==> src/rtl/morse_keyer.sv <==
// morse_keyer: reads ASCII text from ROM and keys it out as ITU Morse with unit-based timing
module morse_keyer #(
  parameter int UNIT_CYCLES = 50000,
  parameter int ADR_W = 16,
  parameter int MAX_ADR = 4095
) (
  input  logic             clk,
  input  logic             rst,
  input  logic             start,
  output logic             rom_cs,
  output logic [ADR_W-1:0] rom_adr,
  input  logic [7:0]       rom_data,
  output logic             key,
  output logic             busy,
  output logic             done,
  output logic [7:0]       cur_char
);
  localparam int TW = $clog2(4 * UNIT_CYCLES);
  localparam logic [TW-1:0] T1 = TW'(UNIT_CYCLES - 1);
  localparam logic [TW-1:0] T2 = TW'(2 * UNIT_CYCLES - 1);
  localparam logic [TW-1:0] T3 = TW'(3 * UNIT_CYCLES - 1);
  localparam logic [TW-1:0] T4 = TW'(4 * UNIT_CYCLES - 1);
  typedef enum logic [3:0] {IDLE, FETCH, WAIT, LATCH, DECODE, MARK, SPACE, LGAP, WGAP, DONE} state_t;
  state_t state, state_n;
  logic [TW-1:0] tmr, tmr_n;
  logic [2:0] cnt, cnt_n;
  logic [4:0] pat, pat_n;
  logic [7:0] chr_n, code;
  logic [ADR_W-1:0] adr_n;
  logic alnum, last, adv;
  // {element count, pattern left-justified with first element in bit 4, 1 = dash}
  function automatic logic [7:0] lookup(input logic [7:0] c);
    case (c)
      "A": lookup = 8'b010_01000;  "B": lookup = 8'b100_10000;  "C": lookup = 8'b100_10100;
      "D": lookup = 8'b011_10000;  "E": lookup = 8'b001_00000;  "F": lookup = 8'b100_00100;
      "G": lookup = 8'b011_11000;  "H": lookup = 8'b100_00000;  "I": lookup = 8'b010_00000;
      "J": lookup = 8'b100_01110;  "K": lookup = 8'b011_10100;  "L": lookup = 8'b100_01000;
      "M": lookup = 8'b010_11000;  "N": lookup = 8'b010_10000;  "O": lookup = 8'b011_11100;
      "P": lookup = 8'b100_01100;  "Q": lookup = 8'b100_11010;  "R": lookup = 8'b011_01000;
      "S": lookup = 8'b011_00000;  "T": lookup = 8'b001_10000;  "U": lookup = 8'b011_00100;
      "V": lookup = 8'b100_00010;  "W": lookup = 8'b011_01100;  "X": lookup = 8'b100_10010;
      "Y": lookup = 8'b100_10110;  "Z": lookup = 8'b100_11000;
      "0": lookup = 8'b101_11111;  "1": lookup = 8'b101_01111;  "2": lookup = 8'b101_00111;
      "3": lookup = 8'b101_00011;  "4": lookup = 8'b101_00001;  "5": lookup = 8'b101_00000;
      "6": lookup = 8'b101_10000;  "7": lookup = 8'b101_11000;  "8": lookup = 8'b101_11100;
      "9": lookup = 8'b101_11110;
      default: lookup = 8'h00;
    endcase
  endfunction
  assign code = lookup(cur_char);
  assign alnum = (cur_char >= 8'h41 && cur_char <= 8'h5A) || (cur_char >= 8'h30 && cur_char <= 8'h39);
  assign last = rom_adr == ADR_W'(MAX_ADR);
  always_comb begin
    state_n = state;
    adr_n = rom_adr;
    tmr_n = (tmr == '0) ? tmr : tmr - TW'(1);
    cnt_n = cnt;
    pat_n = pat;
    chr_n = cur_char;
    adv = 1'b0;
    case (state)
      IDLE: if (start) begin
        state_n = FETCH;
        adr_n = '0;
      end
      FETCH: state_n = WAIT;
      WAIT: state_n = LATCH;
      LATCH: begin
        chr_n = (rom_data >= 8'h61 && rom_data <= 8'h7A) ? rom_data - 8'h20 : rom_data;
        state_n = DECODE;
      end
      DECODE: if (cur_char == 8'h00) state_n = DONE;
        else if (cur_char == 8'h20) begin
          state_n = WGAP;
          tmr_n = T4;
        end else if (alnum) begin
          state_n = MARK;
          cnt_n = code[7:5];
          pat_n = code[4:0];
          tmr_n = code[4] ? T3 : T1;
        end else adv = 1'b1;
      MARK: if (tmr == '0) begin
        state_n = SPACE;
        tmr_n = T1;
        cnt_n = cnt - 3'd1;
        pat_n = {pat[3:0], 1'b0};
      end
      SPACE: if (tmr == '0) begin
        state_n = (cnt != 3'd0) ? MARK : LGAP;
        tmr_n = (cnt != 3'd0) ? (pat[4] ? T3 : T1) : T2;
      end
      LGAP, WGAP: adv = tmr == '0;
      DONE: begin
        state_n = IDLE;
        chr_n = 8'h00;
      end
      default: state_n = IDLE;
    endcase
    if (adv) begin
      state_n = last ? DONE : FETCH;
      adr_n = last ? rom_adr : rom_adr + ADR_W'(1);
    end
  end
  always_ff @(posedge clk or posedge rst)
    if (rst) begin
      state <= IDLE;
      tmr <= '0;
      cnt <= '0;
      pat <= '0;
      rom_adr <= '0;
      cur_char <= '0;
      rom_cs <= 1'b0;
      key <= 1'b0;
      busy <= 1'b0;
      done <= 1'b0;
    end else begin
      state <= state_n;
      tmr <= tmr_n;
      cnt <= cnt_n;
      pat <= pat_n;
      rom_adr <= adr_n;
      cur_char <= chr_n;
      rom_cs <= state_n != IDLE;
      key <= state_n == MARK;
      busy <= state_n != IDLE;
      done <= state_n == DONE;
    end
endmodule

==> config.mk <==
export PLATFORM = sky130hd
export DESIGN_NAME = morse_keyer
export DESIGN_NICKNAME = d
export VERILOG_FILES = /design/src/rtl/morse_keyer.sv
export SDC_FILE = /design/constraint.sdc
export NUM_CORES = 1
export LEC_CHECK = 0
export BUFFER_PORTS_ARGS = -buffer_cell sky130_fd_sc_hd__buf_4
export CAP_MARGIN = 10
export CORE_ASPECT_RATIO = 0.75
export CORE_MARGIN = 2
export CORE_UTILIZATION = 56
export CTS_BUF_LIST = sky130_fd_sc_hd__clkbuf_8
export DETAILED_ROUTE_END_ITERATION = 8
export PLACE_DENSITY = 0.76
export SYNTH_ARGS = -nofsm -noshare
export SYNTH_HDL_FRONTEND = slang
export SYNTH_SLANG_ARGS = --single-unit
==> constraint.sdc <==
create_clock -name clk -period 3.7 [get_ports clk]
set_input_delay 0.74 -clock clk [delete_from_list [all_inputs] [get_ports clk]]
set_output_delay 0.74 -clock clk [all_outputs]
set_load 0.03 [all_outputs]
==> results by group <==
Clock tree
  • Clk_lat worst skew: 340 ps
  • Postcts setup bufs: 0
  • Htree depth: 3
  • CTS Sinks: 57
  • Post-CTS Resized: 0
  • # hold bufs at CTS: 0
  • CTS tree: done
  • CTS clk-pin slew, worst paths: 70 ps
  • Total CTS buffers: 9
  • Root Buffer: clkbuf_8
  • Max clock buf depth: 2

GRT
  • Largest net degree at the start of global routing: 30
  • Total track usage: 26.3%
  • Vias in the first global route: 3296
  • First-pass GRT wire length: 16200 um
  • GRT overflow: 0
  • Initial antenna violation count: 0

Timing
  • Endpoints failing setup: 0
  • Slew @ Worst Pin: 885 ps
  • RSZ-0062 raised after global routing: false
  • Min Tclk post-route: 3140 ps
  • Slew Limit Headroom: 40.5%
  • Hold slack: 478 ps
  • Clock Skew: 11.1 ps
  • Final hold violation count: 0
  • Max-slew violations: 0
  • Setup_tns: 0 ps
  • Post-route setup slack: 560 ps
  • Max frequency: 318 MHz
  • Period utilisation layout: 84.9%

Cells and area
  • Most frequent cells in the layout: dfrtp_1, buf_4, nand2_1
  • # fillers: 587
  • Synth-to-layout area growth: 12.1%
  • Layout Utilization: 64.4%
  • Most common cell after layout, fill and taps aside: dfrtp_1
  • Final nets: 505
  • Share of cells above drive strength 1: 15.5%
  • # diodes: 0

Floorplan
  • Rows: 26
  • Initial Util: 57.5%
  • Die area: 0.00767 mm2
  • Core outline area: 0.00680 mm2
  • Chip width: 100 um
  • I/O Pins: 39
  • Die Y: 76.3 um

Yosys
  • Avg Cell Area, Syn: 8.64 um2
  • Synth Cell Area: 0.00391 mm2
  • Top_reg_cell synth: dfrtp_1
  • Synth warn: 0
  • Yosys cell types: 69
  • Ys async rst share: 100%
  • Register bit total from synthesis: 57
  • EDFF count, synth: 0
  • Post-Synthesis Cells: 452
  • Seq/Total Area, Yosys: 36.5%
  • Syn nets: 476

Run
  • Max-Cap Viols: 0

Detailed routing
  • Initial DRC count: 294
  • Via density: 6.28
  • Post-Route WL: 9460 um
  • Vias: 3572
  • DRT Pass-1 Iters: 5
  • Antenna Nets Post-Route: 0
  • DR WL/cell: 16.6 um
  • DRC: 0

Critical path
  • Setup Crit Path Kind: reg2reg
  • CP Max Fanout: 16
  • Crit path DAT: 3400 ps
  • CP Launch Type: flop
  • Critical Path RT: 3960 ps
  • CP Capture Type: flop

Pwr
  • Worst vdd ir: 0.544 mV
  • Power, Total: 3.52 mW
  • Leak: 1.88 nW
  • PD cells: 804 mW/mm2

Placement
  • I/O Buffers: 38
  • RD Place Congestion: 0.933
  • DP HPWL: 6810 um
  • Pre-CTS setup slack: 630 ps

Worst hold path
  • Worst hold path class: in2async

Status
  • Run status: finished clean
## critical path: stages, from the launching register on
cell and delay, ps:
dfrtp_1 660, inv_1 160, ha_1 290, or4b_1 480
o211ai_1 350, a32oi_4 140, a21oi_2 370, or4b_1 470
a21oi_1 150
## state kept, by name (all words and copies together) (netlist names)
name	flops
state	4
busy	1
pat	5
rom_adr	16
cur_char	8
done	1
cnt	3
key	1
tmr	18
## metal layers
layer  track usage (%)  wire, um  part of all wire [%]
met1              39.7      4680                    49
met2              38.3      4210                    44
met3              5.23       486                   5.1
met4              7.12        88                  0.93
met5                 0         0                     0
## worst paths after layout
check / endpoint / from / slack [ps] / depth (start not counted)
max reg2reg: rom_adr[8] / cur_char[1] / 560 / 8
max: rom_adr[8] / cur_char[1] / 560 / 8
min reg2reg: pat[2] / pat[2] / 490 / 1
min: tmr[4] / rst / 480 / 2
min in group clk: pat[2] / pat[2] / 490 / 1
max in group asynchronous: key / rst / 2400 / 3
## Yosys cell counts (all sizes together) (2+ instances only)
library cell   n  area [um2]
nor3b          3        22.5
a21oi         27         150
nor2b          9        56.3
and3           4        25.0
or4            5        37.5
buf            7        48.8
o311ai         3        26.3
and2           4        27.5
nand3         18        90.1
nor4           7        43.8
nor4bb         2        20.0
nor2          36         135
o22ai          2        12.5
nand2b        13        81.3
mux2i         10         100
a22oi          2        15.0
nand4         10        62.6
a2bb2oi        2        17.5
dfrtp         57        1430
o211ai         6        45.0
nand2         38         143
or4b           4        40.0
a22o           6        52.6
a21o           9        67.6
o31ai          4        30.0
xnor2          8        70.1
a2111oi        2        18.8
o221ai         2        17.5
a211oi         6        50.1
inv           18        67.6
or2            3        18.8
a31o           4        35.0
nor3          15        75.1
xor2           7        61.3
o21ai         34         174
a311oi         3        26.3
or3           11        68.8
o41ai          2        17.5
ha            13         163
clkbuf        18        67.6
## per-stage QoR
step	area, um2	instances
after floorplan	3910	452
after global placement	4220	554
after detailed placement	4220	554
after CTS	4380	569
after global routing	4380	569
final	4380	569
## kinds of logic after synthesis
logic type                 synth area share [%]
DFF                                        36.5
buffers and inverters                      4.71
AOI/OAI and AO/OA                          22.1
xor gates and xnor gates                   3.36
muxes                                      3.43
adders and majority gates                  4.42
and+or+nand+nor                            25.5
## report_power, final
group          internal, mW  leakage, nW  total (mW)  switching, mW
Sequential            0.833        0.718        1.19          0.354
Clock                 0.250       0.0929       0.494          0.244
Combinational         0.736         1.07        1.84           1.10
## cell type report
class / instances / area (um2) / area share, %
multi-input combinational: 352 / 2300 / 52.4
sequential: 57 / 1430 / 32.6
timing repair buffer: 43 / 323 / 7.37
clock buffer: 10 / 138 / 3.14
tap: 84 / 105 / 2.40
inverter: 18 / 67.6 / 1.54
clock inverter: 5 / 23.8 / 0.543
(Power assumes the default switching activity.)
